$ cat src/rtl/pipe_pkg.sv
// Shared pipeline types: bubble word, control enums/structs, per-stage payloads.
// Payload widths feed pipe_stage_buf's WIDTH through $bits().
package pipe_pkg;

  localparam logic [31:0] PIPE_NOP = 32'h0000_0000;

  typedef enum logic [2:0] {
    LD_NONE,
    LD_LB,
    LD_LBU,
    LD_LH,
    LD_LHU,
    LD_LW
  } LoadType;

  typedef enum logic [1:0] {
    ST_NONE,
    ST_SB,
    ST_SH,
    ST_SW
  } StoreType;

  typedef struct packed {
    logic cp0_wr;
    logic hi_wr;
    logic lo_wr;
    logic rf_wr;
  } RegsWrType;

  typedef struct packed {
    logic has_exc;
    logic in_delay;
    logic eret;
    logic syscall;
    logic brk;
    logic ri;
    logic ov;
    logic adel_if;
  } ExceptinPipeType;

  typedef struct packed {
    logic [31:0]     pc_add1;
    logic [31:0]     instr;
    ExceptinPipeType exc;
  } IfIdPayload;

  typedef struct packed {
    logic [31:0]     pc_add1;
    logic [31:0]     instr;
    logic [31:0]     rs_data;
    logic [31:0]     rt_data;
    logic [4:0]      wr_reg;
    LoadType         ld;
    StoreType        st;
    RegsWrType       wr;
    ExceptinPipeType exc;
  } IdExePayload;

  typedef struct packed {
    logic [31:0]     pc_add1;
    logic [31:0]     alu_out;
    logic [31:0]     st_data;
    logic [4:0]      wr_reg;
    LoadType         ld;
    StoreType        st;
    RegsWrType       wr;
    ExceptinPipeType exc;
  } ExeMemPayload;

  typedef struct packed {
    logic [31:0] pc_add1;
    logic [31:0] wb_data;
    logic [4:0]  wr_reg;
    RegsWrType   wr;
  } MemWbPayload;

  function automatic logic is_bubble(input logic [31:0] w);
    return w == PIPE_NOP;
  endfunction

endpackage

$ cat src/rtl/pipe_buf_mem.sv
// DEPTH x WIDTH register-array storage for pipe_stage_buf.
// One synchronous write port, one asynchronous read port; no reset on data.
module pipe_buf_mem #(
  parameter int WIDTH = 32,
  parameter int DEPTH = 2,
  parameter int PW    = 1
) (
  input  logic             clk,
  input  logic             we,
  input  logic [PW-1:0]    waddr,
  input  logic [WIDTH-1:0] wdata,
  input  logic [PW-1:0]    raddr,
  output logic [WIDTH-1:0] rdata
);

  logic [WIDTH-1:0] mem [DEPTH];

  always_ff @(posedge clk) begin
    if (we) mem[waddr] <= wdata;
  end

  assign rdata = mem[raddr];

endmodule

$ cat src/rtl/pipe_stage_buf.sv
// Elastic multi-entry pipeline register with valid/ready, flush and bubble-zero output.
// Optional saturating stall counter when PIPE_STALL_CNT_EN is defined.
module pipe_stage_buf
  import pipe_pkg::*;
#(
  parameter int WIDTH = 32,
  parameter int DEPTH = 2,
  parameter int CW    = $clog2(DEPTH + 1)
) (
  input  logic             clk,
  input  logic             rst,
  input  logic             flush,
  input  logic             in_valid,
  output logic             in_ready,
  input  logic [WIDTH-1:0] in_data,
  output logic             out_valid,
  input  logic             out_ready,
  output logic [WIDTH-1:0] out_data,
`ifdef PIPE_STALL_CNT_EN
  output logic [CW-1:0]    count,
  output logic [31:0]      stall_cnt
`else
  output logic [CW-1:0]    count
`endif
);

  localparam int PW = (DEPTH > 1) ? $clog2(DEPTH) : 1;
  localparam logic [PW-1:0] LAST = PW'(DEPTH - 1);
  localparam logic [CW-1:0] FULL = CW'(DEPTH);

  logic [PW-1:0]    head_q;
  logic [PW-1:0]    tail_q;
  logic [CW-1:0]    count_q;
  logic [WIDTH-1:0] rd_data;
  logic             push;
  logic             pop;

  // Modulo-DEPTH increment, valid for non-power-of-two depths.
  function automatic logic [PW-1:0] ptr_inc(input logic [PW-1:0] p);
    return (p == LAST) ? '0 : p + PW'(1);
  endfunction

  assign in_ready  = (count_q != FULL);
  assign out_valid = (count_q != '0);
  assign count     = count_q;
  assign push      = in_valid & in_ready;
  assign pop       = out_valid & out_ready;
  assign out_data  = out_valid ? rd_data : WIDTH'(PIPE_NOP);

  pipe_buf_mem #(
    .WIDTH (WIDTH),
    .DEPTH (DEPTH),
    .PW    (PW)
  ) u_mem (
    .clk   (clk),
    .we    (push & ~flush & ~rst),
    .waddr (tail_q),
    .wdata (in_data),
    .raddr (head_q),
    .rdata (rd_data)
  );

  always_ff @(posedge clk) begin
    if (rst || flush) begin
      head_q  <= '0;
      tail_q  <= '0;
      count_q <= '0;
    end else begin
      if (push) tail_q <= ptr_inc(tail_q);
      if (pop)  head_q <= ptr_inc(head_q);
      unique case (1'b1)
        push && !pop: count_q <= count_q + CW'(1);
        pop && !push: count_q <= count_q - CW'(1);
        default:      count_q <= count_q;
      endcase
    end
  end

`ifdef PIPE_STALL_CNT_EN
  logic [31:0] stall_q;

  // Flush deliberately leaves the counter alone.
  always_ff @(posedge clk) begin
    if (rst) begin
      stall_q <= '0;
    end else if (in_valid && !in_ready && stall_q != 32'hFFFF_FFFF) begin
      stall_q <= stall_q + 32'd1;
    end
  end

  assign stall_cnt = stall_q;
`endif

endmodule
$ cat config.mk
export PLATFORM = sky130hd
export DESIGN_NAME = pipe_stage_buf
export DESIGN_NICKNAME = d
export VERILOG_FILES = /design/src/rtl/pipe_pkg.sv /design/src/rtl/pipe_buf_mem.sv /design/src/rtl/pipe_stage_buf.sv
export SDC_FILE = /design/constraint.sdc
export NUM_CORES = 1
export LEC_CHECK = 0
export ABC_AREA = 0
export CAP_MARGIN = 20
export CORE_MARGIN = 2
export CORE_UTILIZATION = 50
export DETAILED_ROUTE_END_ITERATION = 8
export GPL_TIMING_DRIVEN = 0
export MAX_ROUTING_LAYER = met4
export PLACE_DENSITY = 0.85
export SETUP_SLACK_MARGIN = 0.5
export SYNTH_ARGS = -nofsm -noshare
export SYNTH_HDL_FRONTEND = slang
export SYNTH_SLANG_ARGS = --single-unit
export TNS_END_PERCENT = 100
$ cat constraint.sdc
create_clock -name clk -period 13 [get_ports clk]
set_input_delay 3.9 -clock clk [delete_from_list [all_inputs] [get_ports clk]]
set_output_delay 3.9 -clock clk [all_outputs]
set_load 0.03 [all_outputs]
==> impl_metrics.py <==
metrics = {
    "power": {
        "power.share.switching": 0.212,
        "powerDensity_nw_per_um2": 130,
        "vdd_drop_max_v": 0.000122,
        "p_clk_frac": 0.372,
        "switchingPower_uw": 103,
        "internal_power_uw": 380,
        "p_comb_frac": 0.113,
        "p_seq_frac": 0.515,
        "fin_total_pwr_uw": 483,
        "p_leak_nw": 1.23,
    },
    "worst_hold_path": {
        "hold_path_class": "reg -> reg",
        "hold_start": "head_q",
    },
    "floorplanning": {
        "rows": 26,
        "coreArea_um2": 5110,
        "die_h_um": 76.6,
        "die_w_um": 76.6,
        "start_util": 0.517,
        "dieArea_um2": 5870,
        "ios": 73,
    },
    "timing": {
        "timing.final.crit_share": 0.459,
        "rsz0062_at_grt": "false",
        "finalClockSkew_ps": 3.88,
        "max_slew_margin": 0.429,
        "worstMarginPinSlew_ps": 852,
        "finalHoldViolCount": 0,
        "fin_tns_setup_ps": 0,
        "min_period_ps": 5970,
        "slew_violations": 0,
        "clock.fmax_mhz": 167,
        "finalWorstSetupSlack_ps": 7030,
        "finalSetupViolCount": 0,
    },
    "critical_path": {
        "path_max_fanout": 10,
        "end_kind": "primary output",
        "critPathLaunch": "count[0]",
        "r2r-start": "count[0]",
        "worstPathRequired_ps": 9100,
        "worstSetupPathType": "reg -> out",
        "crit_arrival_ps": 2070,
        "startpoint_type": "flip-flop",
    },
    "synth": {
        "synthMuxAreaShare": 0.121,
        "synthesis.nets": 202,
        "synth_cell_type_count": 20,
        "synthCells": 164,
        "synth-xor-area-share": 0.00996,
        "ys_warn_count": 0,
        "seq_area_frac_synth": 0.766,
        "ys_seq_elements": 69,
        "synth_adder_area_share": 0.00474,
        "synth_top_family_by_area": "multiplexers",
        "syn-cell-area_um2": 2640,
        "yosys.area_share.simple": 0.0654,
        "syn_avg_cell_area_um2": 16.1,
        "synth_compound_area_frac": 0.0104,
    },
    "run_status": {
        "status": "completed",
    },
    "global_routing": {
        "antenna_found_initial": 0,
        "track_usage": 0.183,
        "grt_max_degree": 13,
        "grt_pass1_wl_mm": 7.80,
        "grt_pass1_vias": 1634,
        "gr-total-overflow": 0,
    },
    "clocking": {
        "post_cts_resized": 0,
        "clock_sinks": 69,
        "numCtsBuffers": 9,
        "htree_levels": 3,
        "root_buffer": "clkbuf_8",
        "postCtsSetupBuffers": 0,
        "clk_latency_ps": 320,
        "cts_buffer_depth": 2,
        "tritoncts": "done",
        "clkTransAtPathRegs_ps": 60,
        "holdBufCountCts": 0,
    },
    "placement": {
        "port_buffers": 72,
        "pre_cts_ws_ps": 6870,
        "routabilityCongestion": 0.779,
        "hpwl_mm": 3.34,
    },
    "flow_run": {
        "max-cap-violations": 0,
    },
    "layout": {
        "finalNetCount": 289,
        "syn_to_final_growth_pct": 40.5,
        "final_layout_size_suffix_gt1_frac": 0.109,
        "diodes": 0,
    },
    "route": {
        "vias": 1607,
        "wire_per_inst_um": 15.2,
        "wl_mm": 4.94,
        "ant_nets": 0,
        "initialDrtViolationCount": 98,
        "vias_per_cell": 4.93,
        "drcViolationCount": 0,
        "drt_first_pass_iters": 4,
    },
}
-- cells by family after synthesis --
| kind of cell | Yosys count |
|---|---|
| AO/OA/AOI/OAI | 5 |
| XOR/XNOR | 3 |
| adder cells (fa/ha/maj) | 1 |
| buffers and inverters | 11 |
| flip-flops | 69 |
| multiplexers | 32 |
| AND/OR/NAND/NOR | 43 |
-- per-layer routing --
metal  GRT usage  vias to the layer above  routed length, um
met4      0.0764                        0                 51
met2       0.321                       49               2700
met1       0.201                      786               2000
met5           -                        -                  0
met3      0.0415                        4                195
li1            -                      768                  -
-- registers in the layout, indices dropped and copies added (netlist names), named ones only --
name and flops:
tail_q 1, u_mem.mem 64, count 2, head_q 1
-- power groups by stage --
stage / Sequential, mW / Combinational [mW] / Clock, mW
2_1_floorplan: 0.254 / 0.0255 / 0
3_3_place_gp: 0.254 / 0.0524 / 0
3_5_place_dp: 0.254 / 0.0549 / 0
4_1_cts: 0.249 / 0.0552 / 0.183
5_1_grt: 0.249 / 0.0582 / 0.192
6_report: 0.249 / 0.0546 / 0.179
-- area by class of cell --
| type | count | area [um2] |
|---|---|---|
| repair buffers | 76 | 766 |
| well taps | 70 | 87.6 |
| inverters | 3 | 11.3 |
| fillers | 365 | 1400 |
| plain buffers | 8 | 46.3 |
| flip-flops and latches | 69 | 2020 |
| multi-input cells | 84 | 569 |
| clock buffers | 11 | 131 |
| clock inverters | 5 | 75.1 |
-- stage by stage --
stage	cell area, um2	hold slack (ps)	std cells	util
after floorplan	2640	472	164	-
after detailed placement	3500	492	310	0.686
final	3710	509	326	0.726
after CTS	3710	513	326	0.726
after global routing	3710	571	326	0.726
after global placement	3450	487	306	0.675
-- final timing paths --
path                                    endpoint  slack, ps  depth (start not counted)
worst min register to register            head_q        510                          2
worst max register to register  u_mem.mem[0][21]      10970                          4
worst min-delay path                      head_q        510                          2
worst max-delay path                out_data[13]       7030                          4
-- critical path: stages, from the launching register on --
cell,delay [ps]
dfxtp_1,370
nor2_1,360
buf_2,310
nor2_1,100
clkdlybuf4s50_1,600
-- cells in the final DEF, fill, tap and decap left out --
cell | netlist | routed
a21o_1 | 1 | 1
a21oi_1 | 2 | 2
buf_2 | 4 | 4
buf_4 | 3 | 3
buf_6 | 0 | 4
bufinv_16 | 0 | 2
clkbuf_1 | 1 | 3
clkbuf_8 | 0 | 9
clkdlybuf4s50_1 | 0 | 72
clkinv_2 | 0 | 3
dfxtp_1 | 5 | 5
edfxtp_1 | 64 | 64
ha_1 | 1 | 1
inv_1 | 3 | 3
mux2i_1 | 32 | 32
nand2_1 | 1 | 1
nand2b_1 | 1 | 1
nand3_1 | 1 | 1
nor2_1 | 36 | 36
nor3_2 | 0 | 2
o21ai_0 | 2 | 2
or2_2 | 1 | 1
or3_1 | 1 | 1
xnor2_1 | 1 | 1
xor2_1 | 2 | 2
-- cells in the mapped netlist --
cell type / n / area share
mux2i_1: 32 / 0.12
dfxtp_1: 5 / 0.038
buf_2: 4 / 0.0076
a21oi_1: 2 / 0.0038
xnor2_1: 1 / 0.0033
clkbuf_1: 1 / 0.0014
buf_4: 3 / 0.0085
a21o_1: 1 / 0.0028
ha_1: 1 / 0.0047
or2_2: 1 / 0.0024
o21ai_0: 2 / 0.0038
or3_1: 1 / 0.0024
edfxtp_1: 64 / 0.73
nand2b_1: 1 / 0.0024
xor2_1: 2 / 0.0066
nand2_1: 1 / 0.0014
nor3_1: 2 / 0.0038
nor2_1: 36 / 0.051
nand3_1: 1 / 0.0019
inv_1: 3 / 0.0043
No activity file was read; power rests on OpenSTA's default activity.
